## src/rtl/codec_i2s_port.sv

```systemverilog
// I2S codec port: captures ADC stereo frames into a read FIFO and plays
// DAC stereo pairs from a write FIFO. Codec pins are asynchronous to ck.
module codec_i2s_port #(
  parameter int DW    = 24,
  parameter int DEPTH = 4
) (
  input  logic          ck,
  input  logic          rst,
  input  logic          bclk,
  input  logic          adclrck,
  input  logic          daclrck,
  input  logic          adcdat,
  output logic          dacdat,
  input  logic          read,
  output logic          read_ready,
  output logic [DW-1:0] readdata_left,
  output logic [DW-1:0] readdata_right,
  input  logic          write,
  output logic          write_ready,
  input  logic [DW-1:0] writedata_left,
  input  logic [DW-1:0] writedata_right,
  output logic          adc_overflow,
  output logic          dac_underflow
);

  localparam int AW = $clog2(DEPTH);
  localparam int CW = $clog2(DW + 2);
  localparam logic [CW-1:0] CNT_LAST = CW'(DW);
  localparam logic [CW-1:0] CNT_SAT  = CW'(DW + 1);
  localparam logic [AW:0]   OCC_FULL = (AW+1)'(DEPTH);
  localparam logic [DW-1:0] MSB_ONE  = {1'b1, {(DW-1){1'b0}}};

  function automatic logic [CW-1:0] sat_inc(input logic [CW-1:0] v);
    return (v == CNT_SAT) ? v : v + CW'(1);
  endfunction

  // Pin synchronizers; bit order {adcdat, daclrck, adclrck, bclk}
  logic [3:0] r_sync1;
  logic [3:0] r_sync2;
  logic [2:0] r_sync3;
  logic       w_bclk_rise;
  logic       w_bclk_fall;
  logic       w_alr_edge;
  logic       w_dlr_rise;
  logic       w_dlr_fall;
  logic       w_adcdat;

  always_ff @(posedge ck or posedge rst) begin
    if (rst) begin
      r_sync1 <= '0;
      r_sync2 <= '0;
      r_sync3 <= '0;
    end else begin
      r_sync1 <= {adcdat, daclrck, adclrck, bclk};
      r_sync2 <= r_sync1;
      r_sync3 <= r_sync2[2:0];
    end
  end

  assign w_bclk_rise = r_sync2[0] & ~r_sync3[0];
  assign w_bclk_fall = ~r_sync2[0] & r_sync3[0];
  assign w_alr_edge  = r_sync2[1] ^ r_sync3[1];
  assign w_dlr_rise  = r_sync2[2] & ~r_sync3[2];
  assign w_dlr_fall  = ~r_sync2[2] & r_sync3[2];
  assign w_adcdat    = r_sync2[3];

  // ADC capture: a walking mask places each bit, so short words keep zero LSBs
  logic [CW-1:0] r_adc_cnt;
  logic          r_adc_ch;
  logic          r_adc_armed;
  logic          r_adc_pend;
  logic [DW-1:0] r_adc_mask;
  logic [DW-1:0] r_adc_left;
  logic [DW-1:0] r_adc_right;
  logic          w_adc_cap;
  logic [DW-1:0] w_adc_bit;

  assign w_adc_cap = r_adc_armed && w_bclk_rise && (r_adc_cnt != '0) && (r_adc_cnt <= CNT_LAST);
  assign w_adc_bit = r_adc_mask & {DW{w_adcdat}};

  always_ff @(posedge ck or posedge rst) begin
    if (rst) begin
      r_adc_cnt   <= '0;
      r_adc_ch    <= 1'b0;
      r_adc_armed <= 1'b0;
      r_adc_pend  <= 1'b0;
      r_adc_mask  <= '0;
      r_adc_left  <= '0;
      r_adc_right <= '0;
    end else begin
      r_adc_pend <= 1'b0;
      if (w_alr_edge) begin
        r_adc_armed <= 1'b1;
        r_adc_cnt   <= '0;
        r_adc_ch    <= r_sync2[1];
        r_adc_mask  <= MSB_ONE;
        if (r_sync2[1]) r_adc_right <= '0;
        else            r_adc_left  <= '0;
      end else if (r_adc_armed && w_bclk_rise) begin
        r_adc_cnt <= sat_inc(r_adc_cnt);
        if (w_adc_cap) begin
          r_adc_mask <= r_adc_mask >> 1;
          if (r_adc_ch) r_adc_right <= r_adc_right | w_adc_bit;
          else          r_adc_left  <= r_adc_left | w_adc_bit;
          if (r_adc_ch && (r_adc_cnt == CNT_LAST)) r_adc_pend <= 1'b1;
        end
      end
    end
  end

  // ADC FIFO: a push into a full FIFO still lands if a pop frees the slot
  logic [DW-1:0] r_afifo_l [DEPTH];
  logic [DW-1:0] r_afifo_r [DEPTH];
  logic [AW-1:0] r_af_wp;
  logic [AW-1:0] r_af_rp;
  logic [AW:0]   r_af_occ;
  logic          r_adc_ovf;
  logic          w_af_full;
  logic          w_af_pop;
  logic          w_af_push;

  assign w_af_full  = (r_af_occ == OCC_FULL);
  assign read_ready = (r_af_occ != '0);
  assign w_af_pop   = read && read_ready;
  assign w_af_push  = r_adc_pend && (!w_af_full || w_af_pop);

  assign readdata_left  = read_ready ? r_afifo_l[r_af_rp] : '0;
  assign readdata_right = read_ready ? r_afifo_r[r_af_rp] : '0;
  assign adc_overflow   = r_adc_ovf;

  always_ff @(posedge ck) begin
    if (w_af_push) begin
      r_afifo_l[r_af_wp] <= r_adc_left;
      r_afifo_r[r_af_wp] <= r_adc_right;
    end
  end

  always_ff @(posedge ck or posedge rst) begin
    if (rst) begin
      r_af_wp   <= '0;
      r_af_rp   <= '0;
      r_af_occ  <= '0;
      r_adc_ovf <= 1'b0;
    end else begin
      if (w_af_push) r_af_wp <= r_af_wp + AW'(1);
      if (w_af_pop)  r_af_rp <= r_af_rp + AW'(1);
      case ({w_af_push, w_af_pop})
        2'b10:   r_af_occ <= r_af_occ + (AW+1)'(1);
        2'b01:   r_af_occ <= r_af_occ - (AW+1)'(1);
        default: r_af_occ <= r_af_occ;
      endcase
      if (r_adc_pend && !w_af_push) r_adc_ovf <= 1'b1;
    end
  end

  // DAC FIFO, popped once per frame at the left-channel start
  logic [DW-1:0] r_dfifo_l [DEPTH];
  logic [DW-1:0] r_dfifo_r [DEPTH];
  logic [AW-1:0] r_df_wp;
  logic [AW-1:0] r_df_rp;
  logic [AW:0]   r_df_occ;
  logic          r_wr_en;
  logic          w_df_empty;
  logic          w_df_push;
  logic          w_df_pop;

  assign w_df_empty  = (r_df_occ == '0);
  assign write_ready = r_wr_en && (r_df_occ != OCC_FULL);
  assign w_df_push   = write && write_ready;
  assign w_df_pop    = w_dlr_fall && !w_df_empty;

  always_ff @(posedge ck) begin
    if (w_df_push) begin
      r_dfifo_l[r_df_wp] <= writedata_left;
      r_dfifo_r[r_df_wp] <= writedata_right;
    end
  end

  always_ff @(posedge ck or posedge rst) begin
    if (rst) begin
      r_df_wp  <= '0;
      r_df_rp  <= '0;
      r_df_occ <= '0;
      r_wr_en  <= 1'b0;
    end else begin
      r_wr_en <= 1'b1;
      if (w_df_push) r_df_wp <= r_df_wp + AW'(1);
      if (w_df_pop)  r_df_rp <= r_df_rp + AW'(1);
      case ({w_df_push, w_df_pop})
        2'b10:   r_df_occ <= r_df_occ + (AW+1)'(1);
        2'b01:   r_df_occ <= r_df_occ - (AW+1)'(1);
        default: r_df_occ <= r_df_occ;
      endcase
    end
  end

  // DAC serializer: the bclk fall that coincides with an LRCK edge emits the
  // old MSB, so the new word's MSB leaves one bclk after the transition
  logic [DW-1:0] r_dac_sh;
  logic [DW-1:0] r_dac_rhold;
  logic          r_dacdat;
  logic          r_dac_unf;

  assign dacdat        = r_dacdat;
  assign dac_underflow = r_dac_unf;

  always_ff @(posedge ck or posedge rst) begin
    if (rst) begin
      r_dac_sh    <= '0;
      r_dac_rhold <= '0;
      r_dacdat    <= 1'b0;
      r_dac_unf   <= 1'b0;
    end else begin
      if (w_bclk_fall) r_dacdat <= r_dac_sh[DW-1];
      if (w_dlr_fall) begin
        if (w_df_empty) begin
          r_dac_sh    <= '0;
          r_dac_rhold <= '0;
          r_dac_unf   <= 1'b1;
        end else begin
          r_dac_sh    <= r_dfifo_l[r_df_rp];
          r_dac_rhold <= r_dfifo_r[r_df_rp];
        end
      end else if (w_dlr_rise) begin
        r_dac_sh <= r_dac_rhold;
      end else if (w_bclk_fall) begin
        r_dac_sh <= {r_dac_sh[DW-2:0], 1'b0};
      end
    end
  end

endmodule

```

## config.mk

```make
export PLATFORM = sky130hd
export DESIGN_NAME = codec_i2s_port
export DESIGN_NICKNAME = d
export VERILOG_FILES = /design/src/rtl/codec_i2s_port.sv
export SDC_FILE = /design/constraint.sdc
export NUM_CORES = 1
export LEC_CHECK = 0
export CAP_MARGIN = 20
export CORE_MARGIN = 5
export CORE_UTILIZATION = 40
export CTS_CLUSTER_SIZE = 12
export DETAILED_ROUTE_END_ITERATION = 8
export PLACE_DENSITY = 0.67
export SLEW_MARGIN = 20
export SYNTH_ARGS = -nofsm -noshare
export SYNTH_HDL_FRONTEND = slang
export SYNTH_SLANG_ARGS = --single-unit
```

## constraint.sdc

```tcl
create_clock -name ck -period 6.9 [get_ports ck]
set_clock_uncertainty 0.15 [all_clocks]
set_input_delay 1.38 -clock ck [delete_from_list [all_inputs] [get_ports ck]]
set_output_delay 1.38 -clock ck [all_outputs]
set_load 0.005 [all_outputs]
```

==> results_dict.tcl <==
set metrics [dict create \
    status "complete, no violations" \
    wl_um 40400 \
    p_per_area_nw_per_um2 332 \
    synth_cell_type_count 52 \
    dominantRegCellSynth "edfxtp_1" \
    synth-seq-area-share_pct 73.6 \
    core_um2 52200 \
    rsz0062_at_grt "false" \
    drc_errors 0 \
    vias 10700 \
    crit_path_end_kind "output port" \
    crit_chain "buf_4 -> mux4_2 -> and2_1 -> clkdlybuf4s50_1" \
    fp.dieW_um 239 \
    cts_buffers 54 \
    avgSynthCellArea_um2 17.5 \
    timing.final.crit_share_pct 69.2 \
    syn_to_final_growth_pct 16.4 \
    die_h_um 239 \
    num_rows 84 \
    drive_above_1_share_pct 15.3 \
    ys_ff_latch 541 \
    ctsResizeCount 0 \
    port_buffers 108 \
    track_usage_pct 14.3 \
    fmax_ghz 0.209 \
    r2r_setup_slack_ns 4.14 \
    synth_top_area_share_pct 54.9 \
    cts_tree "built" \
    cts.clk_slew.worst_paths_ns 0.06 \
    die-area_um2 57200 \
    finalSetupViolCount 0 \
    antenna_found_initial 1 \
    vias_per_cell 5.23 \
    hold_path_class "reg -> reg" \
    postRouteAntennaNets 0 \
    cts.path.max_buffers 3 \
    period_needed_ns 4.78 \
    synthCells 1202 \
    grt.overflow.total 0 \
    slew_viol_final 0 \
    yosysTopAreaCell "edfxtp_1" \
    routabilityCongestion 0.723 \
    cpPeakStageDelay_ns 0.82 \
    place_hpwl_um 23500 \
    drt_iter0_markers 562 \
    hold_viol 0 \
    grt_first_pass_wirelength_um 64700 \
    post-cts-setup-buffers 0 \
    vdd_drop_max_mv 0.250 \
    nNetsFinal 1382 \
    synth_nets 1272 \
    critPathLaunchType "flip-flop" \
    path_class "reg -> out" \
    synth_edf_count 384 \
    syn_area_um2 21000 \
    grt_pass1_vias 11400 \
    drv_cap 0 \
    initial_core_util_pct 40.2 \
    synth.area.top_cells "edfxtp_1 55%, dfrtp_1 19%, mux4_2 10%, nand2_1 2.3%, o31ai_1 1.7%" \
    dp_cells 1944 \
    maxSlewHeadroom_pct 29.7 \
    setup_tns_ns 0 \
    ys.warnings.count 0 \
    critPathArrivalTime_ns 3.25 \
    cts_sinks 541 \
    cts_root_buffer "clkbuf_16" \
    avgRoutedWirePerCell_um 19.8 \
    fin_cells 2045 \
    dr.pass1.iters 5 \
    clkLatencyLatePin_ns 0.59 \
    critPathRequiredTime_ns 5.37 \
    grt_max_degree 65 \
    worst_pin_slew_ns 1.05 \
    cts_hold_buffers 0 \
    leakage_nw 8.68 \
    critical-path-slowest-cell "dfrtp_2" \
    path_max_fanout 30 \
    pin_count 109 \
    h-tree-depth 2 \
    hold-worst-slack_ns 0.199 \
    async_flop_share_pct 29.0 \
    diodes 0 \
]
-- flip-flops by register name (all words and copies together), names as in the netlist, 2 cells and up --
signal,cells
r_df_rp,2
r_dac_sh,24
r_af_rp,2
r_dac_rhold,24
r_adc_left,24
r_afifo_r,96
r_af_wp,2
r_af_occ,3
r_sync3,3
r_df_wp,2
r_adc_mask,24
r_dfifo_r,96
r_afifo_l,96
r_sync1,4
r_sync2,4
r_df_occ,3
r_dfifo_l,96
r_adc_cnt,5
r_adc_right,24
-- layer usage --
metal	GRT usage, %	vias up	part of all wire (%)
met3	2.41	67	3.9
met5	0	-	0
met4	4.03	0	2.2
li1	-	4860	-
met1	18.4	5544	42
met2	25.1	232	52
-- Yosys cell counts, types with 24 or more instances --
library cell  number
dfrtp_1          157
o21ai_0           30
and2_1            57
a22o_1            24
nor3_1            24
clkbuf_1          49
nand3_1           29
o31ai_1           48
mux2i_1           25
mux4_2            96
edfxtp_1         384
nand2_1          128
-- path summary, 6_finish.rpt --
| check | end | cells after the start | from |
|---|---|---|---|
| max in group asynchronous | r_df_rp[0] | 3 | rst |
| max reg2reg | r_df_occ[2] | 10 | r_sync3[2] |
| max | readdata_right[23] | 4 | r_af_rp[0] |
| min reg2reg | r_sync2[3] | 0 | r_sync1[3] |
| min in group asynchronous | r_sync3[1] | 2 | rst |
| min | r_sync2[3] | 0 | r_sync1[3] |
-- worst max-delay path, delay by kind of cell, from the launching register on --
kind | cells | cell delay (ns)
buf+inv | 2 | 1.04
simple gates | 1 | 0.17
mux | 1 | 0.57
flops | 1 | 0.82
-- per-stage QoR --
stage	cell area (µm²)	power, mW	util [%]	worst slack [ns]
6_report	24400	8.11	46.8	2.12
4_1_cts	24400	8.24	46.8	1.97
3_3_place_gp	22800	5.45	43.6	2.66
5_1_grt	24400	8.50	46.8	1.84
2_1_floorplan	21000	5.01	-	1.14
3_5_place_dp	22800	5.49	43.6	2.62
-- placed cells by master (no fill, tap or decap), types with 24 or more instances in the layout --
cell type and instances:
nand2_1 128, a22o_1 24, buf_4 24, mux2i_1 25, o21ai_0 30, clkbuf_1 34
mux4_2 96, nand3_1 29, nor3_1 24, clkbuf_16 55, edfxtp_1 384, clkdlybuf4s50_1 108
dfrtp_1 153, and2_1 49, o31ai_1 48
-- final cells by class --
type / count / area (µm²)
Fill cell: 4419 / 27800
Timing Repair Buffer: 132 / 1260
Clock buffer: 94 / 1570
Multi-Input combinational cell: 567 / 5140
Clock inverter: 7 / 62.6
Inverter: 16 / 65.1
Sequential cell: 541 / 15500
Tap cell: 688 / 861
-- power breakdown --
group,total (mW),internal [mW],switching (mW)
sequential,3.98,3.76,0.221
combinational,1.40,0.712,0.687
clock,2.73,1.57,1.15
total,8.11,6.04,2.06
-- logic make-up (layout without fill, tap and decap cells) --
family                     count (synthesis)  count (layout)  share of synthesized area, %
buffers and inverters                     94             249                          2.04
xor gates and xnor gates                  15              15                         0.715
AOI/OAI and AO/OA                        145             145                          4.84
and+or+nand+nor                          269             269                          6.23
adders and majority gates                 14              14                         0.906
muxes                                    123             123                          11.6
other                                      1               1                        0.0179
DFF                                      541             541                          73.6
(Power assumes the default switching activity.)
